$ cat src/rtl/axis_dnsz_pkg.sv
// Shared types and helpers for the AXI4-Stream N:1 width down-converter.
package axis_dnsz_pkg;

   localparam int unsigned MaxRatio = 64;
   localparam int unsigned MaxIdxW  = 6;

   typedef logic [MaxIdxW-1:0] sub_idx_t;

   function automatic int unsigned idx_width(input int unsigned ratio);
      return (ratio <= 2) ? 1 : $clog2(ratio);
   endfunction

   function automatic logic is_single_bit(input logic [MaxRatio-1:0] v);
      return (v != '0) && ((v & (v - {{(MaxRatio-1){1'b0}}, 1'b1})) == '0);
   endfunction

endpackage

$ cat src/rtl/dnsz_first_set.sv
// Priority encoder: index of the first set bit, scanning from the top (DIR=1) or bottom (DIR=0).
module dnsz_first_set
   import axis_dnsz_pkg::*;
#(
   parameter int unsigned WIDTH = 4,
   parameter bit          DIR   = 1'b1,
   localparam int unsigned IdxW = idx_width(WIDTH)
) (
   input  logic [WIDTH-1:0] vec_i,
   output logic [IdxW-1:0]  idx_o,
   output logic             valid_o
);

   // Later loop iterations overwrite earlier ones, so the last match scanned wins.
   always_comb begin
      idx_o   = '0;
      valid_o = 1'b0;
      for (int i = 0; i < WIDTH; i++) begin
         if (DIR) begin
            if (vec_i[i]) begin
               idx_o   = IdxW'(i);
               valid_o = 1'b1;
            end
         end else begin
            if (vec_i[WIDTH-1-i]) begin
               idx_o   = IdxW'(WIDTH - 1 - i);
               valid_o = 1'b1;
            end
         end
      end
   end

endmodule

$ cat src/rtl/axis_downsizer_n.sv
// AXI4-Stream width down-converter: splits each W*RATIO-bit beat into up to RATIO W-bit beats,
// skipping sub-words whose keep bit is clear.
module axis_downsizer_n
   import axis_dnsz_pkg::*;
#(
   parameter int unsigned W         = 32,
   parameter int unsigned RATIO     = 4,
   parameter bit          MSB_FIRST = 1'b1
) (
   input  logic               aclk,
   input  logic               aresetn,
   input  logic [W*RATIO-1:0] in_tdata,
   input  logic [RATIO-1:0]   in_tkeep,
   input  logic               in_tlast,
   input  logic               in_tvalid,
   output logic               in_tready,
   output logic [W-1:0]       out_tdata,
   output logic               out_tlast,
   output logic               out_tvalid,
   input  logic               out_tready,
   output logic               null_last
);

   localparam int unsigned IdxW = idx_width(RATIO);

   logic [W*RATIO-1:0] data_q, data_d;
   logic               last_q, last_d;
   logic [RATIO-1:0]   pend_q, pend_d;
   logic               null_q, null_d;

   logic [IdxW-1:0]    sel_idx;
   logic               sel_valid;
   logic [RATIO-1:0]   sel_oh;
   logic               single;
   logic               in_hs;
   logic               out_hs;

   dnsz_first_set #(
      .WIDTH (RATIO),
      .DIR   (MSB_FIRST)
   ) u_sel (
      .vec_i   (pend_q),
      .idx_o   (sel_idx),
      .valid_o (sel_valid)
   );

   assign single     = is_single_bit(MaxRatio'(pend_q));
   assign out_tvalid = sel_valid;
   assign out_tlast  = last_q & single;
   // Accept while the final pending sub-word leaves, so back-to-back beats have no bubble.
   assign in_tready  = ~sel_valid | (out_tready & single);
   assign in_hs      = in_tvalid & in_tready;
   assign out_hs     = sel_valid & out_tready;
   assign null_last  = null_q;

   always_comb begin
      out_tdata = '0;
      sel_oh    = '0;
      for (int k = 0; k < RATIO; k++) begin
         if (sub_idx_t'(sel_idx) == sub_idx_t'(k)) begin
            out_tdata = data_q[k*W +: W];
            sel_oh[k] = 1'b1;
         end
      end
   end

   always_comb begin
      data_d = data_q;
      last_d = last_q;
      pend_d = pend_q;
      null_d = 1'b0;
      if (out_hs) begin
         pend_d = pend_q & ~sel_oh;
      end
      if (in_hs) begin
         data_d = in_tdata;
         last_d = in_tlast;
         pend_d = in_tkeep;
         null_d = in_tlast & (in_tkeep == '0);
      end
   end

   always_ff @(posedge aclk or negedge aresetn) begin
      if (!aresetn) begin
         data_q <= '0;
         last_q <= 1'b0;
         pend_q <= '0;
         null_q <= 1'b0;
      end else begin
         data_q <= data_d;
         last_q <= last_d;
         pend_q <= pend_d;
         null_q <= null_d;
      end
   end

endmodule

$ cat config.mk
export PLATFORM = sky130hd
export DESIGN_NAME = axis_downsizer_n
export DESIGN_NICKNAME = d
export VERILOG_FILES = /design/src/rtl/axis_dnsz_pkg.sv /design/src/rtl/dnsz_first_set.sv /design/src/rtl/axis_downsizer_n.sv
export SDC_FILE = /design/constraint.sdc
export NUM_CORES = 1
export LEC_CHECK = 0
export CAP_MARGIN = 20
export CORE_AREA = 2 2 160 99
export DETAILED_ROUTE_END_ITERATION = 10
export DIE_AREA = 0 0 162 101
export HOLD_SLACK_MARGIN = 0.08
export PLACE_DENSITY = 0.79
export SYNTH_ARGS = -nofsm -noshare
export SYNTH_HDL_FRONTEND = slang
export SYNTH_SLANG_ARGS = --single-unit
$ cat constraint.sdc
create_clock -name aclk -period 2.2 [get_ports aclk]
set_clock_uncertainty 0.2 [all_clocks]
set_input_delay 0.22 -clock aclk [delete_from_list [all_inputs] [get_ports aclk]]
set_output_delay 0.22 -clock aclk [all_outputs]
set_load 0.02 [all_outputs]
* Yosys cells after proc, flatten, opt, wreduce, memory -nomap -nowiden
Index checks and enable logic that the tools add are counted.
** Storage, ports and cells
- Flip-flop bits (word level) :: 134
- Input bits :: 137
- Output and inout port bits :: 36
- Word-level logic and storage cells :: 42
** Cells by class
- $add $sub $neg :: 1
- Eq/ne operators :: 3
- Muxes and demuxes :: 18
- Bitwise operators :: 10
- Reduce and logical (&&, ||, !) cells :: 6
** Operator list (number)
- two-way mux 32 bit :: 4
- AND 4 x 64 -> 64 bit :: 1
- logical NOT 64 bit :: 1
- two-way mux 1 bit :: 10
- two-way mux 4 bit :: 2
- AND 1 bit :: 5
- subtractor 4 x 1 -> 5 bit, second input constant :: 1
- AND 4 bit :: 1
- == test 2 bit, second input constant :: 2
- logical NOT 4 bit :: 1
- two-way mux 2 bit :: 2
- NOT 4 bit :: 1
- nonzero test 4 bit :: 1
- == test 2 x 1 -> 1 bit, second input constant :: 1
- logical NOT 2 bit :: 1
- nonzero test 2 bit :: 1
- logical AND 1 bit :: 1
- NOT 1 bit :: 1
- bitwise OR 1 bit :: 1

* Longest topological paths before layout
Gate-level depths: netlist of run 1.
- Word-level depth :: 9
- Depth in mapped cells :: 6
- Mapped depth without buffers :: 4

* By module
A second synthesis of run 1 with hierarchy kept.
** Unflattened totals
- Cell total of the unflattened synthesis :: 348
- Area total of the unflattened synthesis :: 6133.4 um^2
** By module, submodules not included
- axis_downsizer_n :: times used 1, cells an instance 344, area each 6109.6 um^2, sequential area each 3353.2 um^2
- dnsz_first_set :: times used 1, cells an instance 4, area each 23.8 um^2, sequential area each 0.0 um^2

* Least setup slack after synthesis of run 1
Ideal clock, no wire load.
- Path type :: register -> output
- Start :: register pend_q[1]
- End :: output port out_tdata[10]
- Data arrival time :: 1701 ps
- Data required time :: 1780 ps
- Setup slack :: 79 ps
- Stages on the path, launching flop included :: 7
- Buffers on the path :: 2
- Cells stage by stage :: dfrtp_1 > clkbuf_1 > buf_2 > mux2i_1 > nor2_1 > a21oi_1 > o21ai_0
** Between the ends
- Longest elaborated chain between the ends :: 8
** Ends and longest elaborated chain
- start, declared :: line axis_downsizer_n.sv:28 : logic [RATIO-1:0] pend_q, pend_d;
- start signal, assigned :: line axis_downsizer_n.sv:92 : pend_q <= pend_d;
- two-way mux 1 bit * :: line dnsz_first_set.sv:20 : if (vec_i[i]) begin
- two-way mux 2 bit * (2 in a row) :: line dnsz_first_set.sv:20
- logical NOT 2 bit :: line axis_downsizer_n.sv:60 : if (sub_idx_t'(sel_idx) == sub_idx_t'(k)) begin
- two-way mux 32 bit (3 in a row) :: line axis_downsizer_n.sv:60
- two-way mux 32 bit * :: line axis_downsizer_n.sv:60
- end, declared :: line axis_downsizer_n.sv:17 : output logic [W-1:0] out_tdata,
Mark *: on every way between the ends. The rest lies on a longest branch, timed or not.

* Worst setup path in the final report of run 1
- Start :: register pend_q[1]
- End :: register data_q[28]
** Between the ends
- Longest elaborated chain between the ends :: 7
** Ends and longest elaborated chain
- subtractor 4 x 1 -> 5 bit :: line axis_dnsz_pkg.sv:14 : return (v != '0) && ((v & (v - {{(MaxRatio-1){1'b0}}, 1'b1})) == '0);
- AND 4 x 64 -> 64 bit :: line axis_dnsz_pkg.sv:14
- logical NOT 64 bit :: line axis_dnsz_pkg.sv:14
- logical AND 1 bit :: line axis_dnsz_pkg.sv:14
- AND 1 bit :: line axis_downsizer_n.sv:51 : assign in_tready = ~sel_valid | (out_tready & single);
- bitwise OR 1 bit * :: line axis_downsizer_n.sv:51
- AND 1 bit * :: line axis_downsizer_n.sv:52 : assign in_hs = in_tvalid & in_tready;
- end signal, assigned :: line axis_downsizer_n.sv:90 : data_q <= data_d;
- end, declared :: line axis_downsizer_n.sv:26 : logic [W*RATIO-1:0] data_q, data_d;
Marks and branches as above.
A chain may end at the register's enable or synchronous reset.

==> results of run 1 <==
[synthesized netlist by cell type, types with 2 or more instances]
| cell | number |
|---|---|
| a21oi_1 | 34 |
| dfrtp_1 | 134 |
| a32o_1 | 2 |
| buf_1 | 4 |
| mux2_4 | 88 |
| mux2i_1 | 32 |
| nand2_1 | 36 |
| o21ai_0 | 36 |
| buf_6 | 10 |
| nor2_1 | 35 |
| a31oi_1 | 2 |
| mux2_2 | 41 |
| inv_1 | 4 |
| buf_2 | 7 |
| clkbuf_1 | 13 |
[area by class of cell]
class | count | area, um^2 | share of cell area
well taps | 203 | 254.0 | 0.02638
flip-flops and latches | 134 | 3357 | 0.3486
multi-input cells | 319 | 2973 | 0.3087
clock buffers | 21 | 460.4 | 0.04782
inverters | 4 | 15.01 | 0.001559
clock inverters | 11 | 148.9 | 0.01546
repair buffers | 221 | 2421 | 0.2514
[stage by stage]
stage          cells  hold WS, ns
2_1_floorplan    491      -0.2756
3_3_place_gp     853     0.007546
3_5_place_dp     853      0.02122
4_1_cts          903       0.1565
5_1_grt          913       0.1634
6_report         913       0.1466
[metal layers]
metal	GRT usage	up-vias	share of wire
li1	-	2133	-
met1	0.2943	2313	0.46
met2	0.3358	167	0.46
met3	0.05430	24	0.059
met4	0.04901	2	0.014
met5	0	-	0.00072
[cell usage in the layout, fill, tap and decap left out, types with 6 or more instances in the layout]
cell type,n
mux2_4,95
buf_16,6
a21oi_1,29
buf_2,14
nand2_1,36
mux2_2,34
o21ai_1,33
clkdlybuf4s50_1,136
mux2i_1,27
clkbuf_16,24
buf_4,33
buf_12,12
nor2_1,34
dfrtp_1,131
buf_6,6
[where the power goes]
group | internal (mW) | total [mW] | switching, mW
registers | 3.76 | 4.54 | 0.779
logic | 4.96 | 8.98 | 4.02
clock network | 1.85 | 2.92 | 1.08
[sequential cells by signal, indices dropped and copies added, names as in the netlist]
register and flops:
pend_q 4, data_q 128, last_q 1, null_last 1
[critical path, delay by kind of cell (launching register included)]
family | cells | cell delay (ns)
buffers and inverters | 3 | 0.55
flip-flops | 1 | 0.44
AND/OR/NAND/NOR | 1 | 0.42
AO/OA/AOI/OAI | 2 | 0.34
multiplexers | 1 | 0.30
[worst paths after layout]
path / start / to
setup / recovery: pend_q[1] / data_q[28]
hold / removal: aresetn / data_q[89]
setup reg to reg: pend_q[1] / data_q[28]
hold reg to reg: last_q / last_q
max in group asynchronous: aresetn / data_q[118]
min in group aclk: in_tlast / null_last
[cells by family (layout without fill, tap and decap cells)]
| kind of cell | count (synthesis) | in the layout | share of synthesized area |
|---|---|---|---|
| flip-flops | 134 | 134 | 0.5218 |
| buffers and inverters | 38 | 257 | 0.03524 |
| XOR/XNOR | 1 | 1 | 0.001363 |
| AO/OA/AOI/OAI | 79 | 79 | 0.06581 |
| multiplexers | 161 | 161 | 0.3273 |
| AND/OR/NAND/NOR | 78 | 78 | 0.04848 |
[timing repair]
action / CTS / global route
hold buffers: 1 / 0
resized for setup: 222 / 59
pin swaps: 8 / 9
cloned: 7 / 10
endpoints found under the setup margin: 79 / 164
endpoints found under the hold margin: 134 / 0
buffers inserted: 10 / 4
==> reports/qor.txt, run 1 <==
Initial Util = 0.4291
largest net degree at the start of global routing = 51
flop2flop setup slack = -0.17 ns
area grow syn2layout = 49.84%
final net count = 834
Yosys top cell by area = dfrtp_1
initial antenna violation count = 1
Design Area, Final = 9629 um^2
input/output buffers = 172
Critical Path AT = 2.47 ns
root buffer cell = clkbuf_16
Cell Area, Placed = 8453 um^2
max cap viols = 0
crit path cell chain = buf_12, or3b_4, a211oi_4, a31oi_4, buf_8, clkbuf_16, mux2_4
Hold Vio Cnt, Final = 0
share of layout cells above drive strength 1 = 0.3732
ys async rst share = 1.000
VDD IR max = 0.9050 mV
DR vias = 4639
CP endpoint kind = register
pwr/cell area = 1708 nW/um^2
H-tree depth = 4
worst r2r path cells = 7
Fillers = 1102
total global routing overflow = 0
critical path's slowest cell = dfrtp_2
CP required = 2.30 ns
Final WS setup = -0.1713 ns
Critical Path Max Stage Delay = 0.44 ns
Vias/cell = 5.081
EDFF count, synth = 0
worst skew pair latency = 0.41 ns
number of buffers created by CTS = 17
post-route minimum period = 2.371 ns
Net Count, Synth = 628
TritonCTS clock tree = yes
Pre-antenna DRT Iters = 5
RSZ-0062 raised after global routing = true
Routed Antenna Nets = 0
top post-synthesis cells by area = dfrtp_1, mux2_4, mux2_2
RD Place Congestion = 0.8791
global-route wire length before repair = 26.33 mm
routed len/inst = 19.81 um
violated checks = negative setup slack
initial DRC count = 220
actual slew at the worst max-slew pin = 0.5426 ns
DRC viols = 0
Seq/Total Area, Yosys = 0.5218
Worst Setup Path Type = register to register
Mapped Cells = 491
status = complete, but fails checks
Final period util = 1.078
clock sinks = 134
Slew HR = 0.6382
Main synth FF type = dfrtp_1
WL final = 18.09 mm
GRT Total Usage = 0.2118
syn_area_per_cell = 13.09 um^2
Yosys reg bits = 134
DIE AREA = 16360 um^2
Layout Utilization = 0.6429
CP max FO = 7
share of the synthesized area in the top cell type = 0.5218
final setup fails = 144
HP Class = primary input to async pin
IO Pins = 173
die width = 162 um
Max Root-Sink Buffers = 2
HPWL after DPL = 10.75 mm
Syn Std Cell Area = 6426 um^2
Worst-path clk slew = 0.06 ns
YS warnings = 0
pre-CTS WS = -0.2927 ns
vias in the first global route = 4897
Netlist cell types = 28
Chip Height = 101 um
Power Total = 16.45 mW
setup TNS = -13.62 ns
Cell Rows = 35
Achievable Freq = 421.7 MHz
CP startpoint kind = register
Core Area = 14980 um^2
Leak = 4.404 nW
n_diodes = 0
fin. max-slew vios = 0
Note: power is estimated with default switching activity, not from simulation.
==> inputs of run 2 (changes only) <==
CORE_AREA = 2 2 158 98   (was 2 2 160 99)
CTS_BUF_LIST = sky130_fd_sc_hd__clkbuf_8   (was unset)
DIE_AREA = 0 0 160 100   (was 0 0 162 101)
PLACE_DENSITY = 0.8   (was 0.79)
clock period = 1.97 ns   (was 2.2 ns; I/O delays follow)
==> run 2 against run 1 <==
  * The flow still finishes with violations (negative setup slack)
  * Clock power shrank 15%
  * Routed wire length shrank 6.5%
  * Design area shrank 4.9%
  * Combinational power grew 3.3%
  * Global-route usage shrank 0.055 points
  * Via count shrank 0.56%
  * Core utilization shrank 2.5 points
  * Final cell count shrank 0.88%
  * Total power grew 2.3%
  * Worst setup slack lost 0.17 ns
  * Maximum frequency grew 2.7%
  * Register-to-register slack lost 0.17 ns
  * Critical endpoint is now data_q[21]
==> reports/qor.txt, run 2 (synthesis gave the netlist of run 1 again) <==
Initial Util = 0.4342 (+0.005078)
sw power = 6.215 mW (+5.7%)
switching part of the total = 0.3696 (+0.01213)
initial antenna violation count = 0 (-1)
worst r2r path cells = 7 (unchanged)
critical path's slowest cell = dfrtp_2
H-tree depth = 4 (unchanged)
routed len/inst = 18.69 um (-5.7%)
Chip Height = 100 um (-0.99%)
sequential share of power = 0.301 (+0.025)
P_int = 10.60 mW (+0.33%)
max cap viols = 0 (unchanged)
HPWL after DPL = 10.88 mm (+1.2%)
fin. max-slew vios = 0 (unchanged)
register with the most flip-flops = data_q
hold slack final = 0.1214 ns (-0.02522 ns)
largest registers = data_q (128), pend_q (4)
DRC viols = 0 (unchanged)
Worst-path clk slew = 0.08 ns (+0.02 ns)
largest net degree at the start of global routing = 52 (+2.0%)
most frequent cells in the layout = clkdlybuf4s50_1, dfrtp_1, mux2_4
Max Root-Sink Buffers = 2 (unchanged)
commonest non-fill, non-tap cell in the layout = clkdlybuf4s50_1
TritonCTS clock tree = yes
violated checks = negative setup slack
setup TNS = -45.28 ns (-31.66 ns)
crit-path leading delay family = buffers and inverters
hold depth = 3
clock sinks = 134 (unchanged)
Cell Area, Placed = 8473 um^2 (+0.24%)
worst skew pair latency = 0.44 ns (+0.03 ns)
area grow syn2layout = 42.45%
final setup fails = 166 (+15%)
Pre-antenna DRT Iters = 5 (unchanged)
DIE AREA = 16000 um^2 (-2.2%)
Fillers = 1173 (+6.4%)
CP required = 2.09 ns (-0.21 ns)
number of buffers created by CTS = 17 (unchanged)
initial DRC count = 194 (-12%)
Clock Power Share = 0.147 (-0.031)
share of layout cells above drive strength 1 = 0.3618 (-0.01142)
CP endpoint kind = register
Vias/cell = 5.097 (+0.32%)
HP Class = primary input to register
Core Area = 14800 um^2 (-1.2%)
area occupied by multi-input gates = 2918 um^2 (-1.9%)
n_diodes = 0 (unchanged)
global-route wire length before repair = 26.11 mm (-0.84%)
status = complete, but fails checks
RD Place Congestion = 0.8344 (-5.1%)
Slew HR = 0.7033 (+0.06504)
input/output buffers = 172 (unchanged)
Leak = 4.170 nW (-5.3%)
IO Pins = 173 (unchanged)
pwr/cell area = 1837 nW/um^2 (+7.6%)
Final period util = 1.172 (+0.09381)
root buffer cell = clkbuf_8
RSZ-0062 raised after global routing = true
GRT Total Usage = 0.2112 (-0.0005458)
total global routing overflow = 0 (unchanged)
Power Total = 16.82 mW (+2.3%)
Layout Utilization = 0.6184 (-0.02451)
Comb power frac = 0.552 (+0.006)
Hold Vio Cnt, Final = 0 (unchanged)
actual slew at the worst max-slew pin = 0.4410 ns (-0.1016 ns)
vias in the first global route = 4895 (-0.041%)
Routed Antenna Nets = 0 (unchanged)
Final WS setup = -0.3382 ns (-0.1669 ns)
final net count = 828 (-0.72%)
CP max FO = 21 (+14)
crit path cell chain = buf_4, or3b_4, a211oi_4, a31oi_4, buf_12, buf_6, mux2_4
die width = 160 um (-1.2%)
Critical Path Max Stage Delay = 0.45 ns (about the same)
Achievable Freq = 433.2 MHz (+2.7%)
DR vias = 4613 (-0.56%)
Cell Rows = 35 (unchanged)
VDD IR max = 1.103 mV (+22%)
Critical Path AT = 2.43 ns (-0.04 ns)
Worst Setup Path Type = register to register
CP Depth = 7 (unchanged)
Sequential Area = 3357 um^2 (unchanged)
Buf+Inv Stages, Crit Path = 3 (unchanged)
CP startpoint kind = register
Design Area, Final = 9154 um^2 (-4.9%)
post-route minimum period = 2.308 ns (-0.06311 ns)
max reg flops = 128 (unchanged)
WL final = 16.91 mm (-6.5%)
run 2: what timing repair did:
action,4_1_cts,5_1_grt
setup endpoints to repair,164,166
pin swaps,3,13
hold endpoints to repair,134,0
hold buffers,2,0
gates cloned,4,4
gates resized for setup,159,39
buffers inserted,5,11
run 2: final timing paths:
check | from | to | slack, ns
worst max-delay path | pend_q[1] | data_q[21] | -0.34
worst min-delay path | in_tlast | null_last | 0.12
worst max register to register | pend_q[1] | data_q[21] | -0.34
worst min register to register | last_q | last_q | 0.31
max in group asynchronous | aresetn | data_q[40] | 0.38
min in group asynchronous | aresetn | data_q[24] | 0.57
run 2: worst register-to-register path, delay by kind of cell (launching register included):
kind / cells / cell delay (ns)
and+or+nand+nor: 1 / 0.40
AOI/OAI and AO/OA: 2 / 0.27
buffers and inverters: 3 / 0.54
muxes: 1 / 0.34
DFF: 1 / 0.45
run 2: area by class of cell:
class / count / share of cell area
inverters: 4 / 0.001640
well taps: 203 / 0.02775
multi-input cells: 319 / 0.3188
clock buffers: 17 / 0.02556
flip-flops and latches: 134 / 0.3667
clock inverters: 13 / 0.02009
repair buffers: 215 / 0.2395
run 2: layer usage:
metal,global-route usage,routed length (um),up-vias
met3,0.05455,1173,24
met4,0.06098,235,0
met2,0.3333,7536,181
li1,-,-,2125
met5,0,0,-
met1,0.2915,7964,2283
run 2: per-stage QoR:
step | cells | setup WS [ns]
finish | 905 | -0.3382
global placement | 852 | -0.4737
global route | 905 | -0.3738
detailed placement | 852 | -0.5416
CTS | 893 | -0.4096
floorplan | 491 | -0.03424
run 2: power by group through the flow:
stage	Combinational, mW	Clock, mW	Sequential (mW)
finish	9.28	2.47	5.07
global placement	8.54	0	4.98
global route	9.86	2.65	5.25
detailed placement	8.76	0	5.07
CTS	8.82	2.53	5.04
floorplan	6.13	0	4.74
==> edit (flow settings as in run 1) <==
Change the parameter `W` from 32 to 16.
--- a/src/rtl/axis_downsizer_n.sv
+++ b/src/rtl/axis_downsizer_n.sv
@@ -3,7 +3,7 @@
 module axis_downsizer_n
    import axis_dnsz_pkg::*;
 #(
-   parameter int unsigned W         = 32,
+   parameter int unsigned W         = 16,
    parameter int unsigned RATIO     = 4,
    parameter bit          MSB_FIRST = 1'b1
 ) (
Ports: changed (resized in_tdata and out_tdata); port bits go from 173 to 93. The function was not compared with the original's and may differ.
==> edit against run 1 <==
The flow still finishes with violations (negative setup slack). Routed wire length decreased by 46%. Total power is 48% lower. Sequential cell count fell by 64. Design area down 46%. Combinational power fell by 48%. Utilization decreased by 29 points. Die area unchanged. Worst setup slack improved by 0.13 ns. Synthesized area is 48% lower. Largest cell class unchanged. Highest routed layer is now met4.
==> edit: results (changes against run 1) <==
* Outcome: finished, violations left (unchanged)
* Violated checks: negative setup slack (unchanged)
* Placed cell count at 557 (was 853)
* Area contributors post-synth: dfrtp_1 53%, mux2_4 13%, mux2_2 13% (was dfrtp_1 52%, mux2_4 21%, mux2_2 7.2%)
* TritonCTS Buffers at 9 (was 17)
* Max VDD drop at 0.916 mV (was 0.905 mV)
* Initial antenna violation count at 0 (was 1)
* Metal1 wirelength at 4610 µm (was 8410 µm)
* Drt wl/cell at 16.7 µm (was 19.8 µm)
* DR vias/cell at 4.29 (was 5.08)
* # H-tree levels at 3 (was 4)
* GRT Total Usage at 0.122 (was 0.212)
* Global placement routability congestion at 0.859 (was 0.879)
* Mux share of post-synthesis cell area at 0.300 (was 0.327)
* WL met3 at 640 µm (was 1060 µm)
* Top cells by count, synth: 70 x dfrtp_1, 37 x mux2_2, 28 x mux2_4, 21 x o21ai_0, 20 x nand2_1 (was 134 x dfrtp_1, 88 x mux2_4, 41 x mux2_2, 36 x nand2_1, 36 x o21ai_0)
* Final-report setup violation count at 62 (was 144)
* HPWL Detailed at 6270 µm (was 10700 µm)
* # port buffers at 92 (was 172)
* Dpl cell area at 4560 µm² (was 8450 µm²)
* Worst-path maximum fanout at 8 (was 7)
* Reg2Reg Depth at 9 (was 7)
* Yosys cell types at 26 (was 28)
* Gate Count Post-Synth at 267 (was 491)
* XOR/XNOR share of the synthesized area at 0.00263 (was 0.00136)
* Compound-Gate Fraction of Synth Area at 0.0789 (was 0.0658)
* Hold WS at 0.263 ns (was 0.147 ns)
* Iter 0 DRT Violations at 95 (was 220)
* Clk_lat worst skew at 0.32 ns (was 0.41 ns)
* First-pass GRT wire length at 15100 µm (was 26300 µm)
* Syn nets at 340 (was 628)
* Final setup TNS at -1.63 ns (was -13.62 ns)
* Final worst slack at -0.0456 ns (was -0.171 ns)
* Largest regs: data_q x64, pend_q x4 (was data_q x128, pend_q x4)
* Worst R2R End: data_q[48]$_DFFE_PN0P_ (was data_q[28]$_DFFE_PN0P_)
* Slew at the pin with the worst max-slew slack at 0.925 ns (was 0.543 ns)
## edit: worst max path at each step
stage / startpoint / endpoint / slack, ns / depth (start not counted)
2_1_floorplan: pend_q[1]$_DFFE_PN0P_ / out_tdata[1] / 0.15 / 6
5_1_grt: pend_q[1]$_DFFE_PN0P_ / data_q[63]$_DFFE_PN0P_ / -0.12 / 9
3_3_place_gp: out_tready / in_tready / -0.21 / 5
4_1_cts: pend_q[1]$_DFFE_PN0P_ / out_tdata[13] / -0.13 / 7
6_report: pend_q[1]$_DFFE_PN0P_ / data_q[48]$_DFFE_PN0P_ / -0.05 / 9
3_5_place_dp: out_tready / in_tready / -0.30 / 5
## edit: metal layers
layer | up-vias | global-route usage
li1 | 1165 | -
met5 | - | 0
met4 | 0 | 0.0293
met2 | 91 | 0.200
met3 | 17 | 0.0424
met1 | 1251 | 0.156
## edit: final cells by class
cell class,count,share of cell area
repair buffers,120,0.251
clock inverters,3,0.00836
inverters,4,0.00286
well taps,203,0.0485
flip-flops and latches,70,0.335
clock buffers,13,0.0477
multi-input cells,175,0.307
## edit: repair_timing
| item | 4_1_cts | 5_1_grt |
|---|---|---|
| pin swaps | 1 | 2 |
| resized for setup | 95 | 45 |
| hold buffers | 1 | 0 |
| buffers inserted | 6 | 1 |
| gates cloned | 4 | 4 |
| hold endpoints to repair | 70 | 0 |
| setup endpoints to repair | 84 | 81 |
## edit: kinds of logic after synthesis
logic type / Yosys count
flip-flops: 70
XOR/XNOR: 1
multiplexers: 81
AO/OA/AOI/OAI: 47
buffers and inverters: 22
AND/OR/NAND/NOR: 46
## edit: power breakdown
group	leakage [nW]	internal (W)	switching, W
Combinational	1.35	0.00263	0.00208
Clock	0.144	0.000911	0.000544
Sequential	0.824	0.00196	0.000465
Total	2.32	0.00550	0.00309
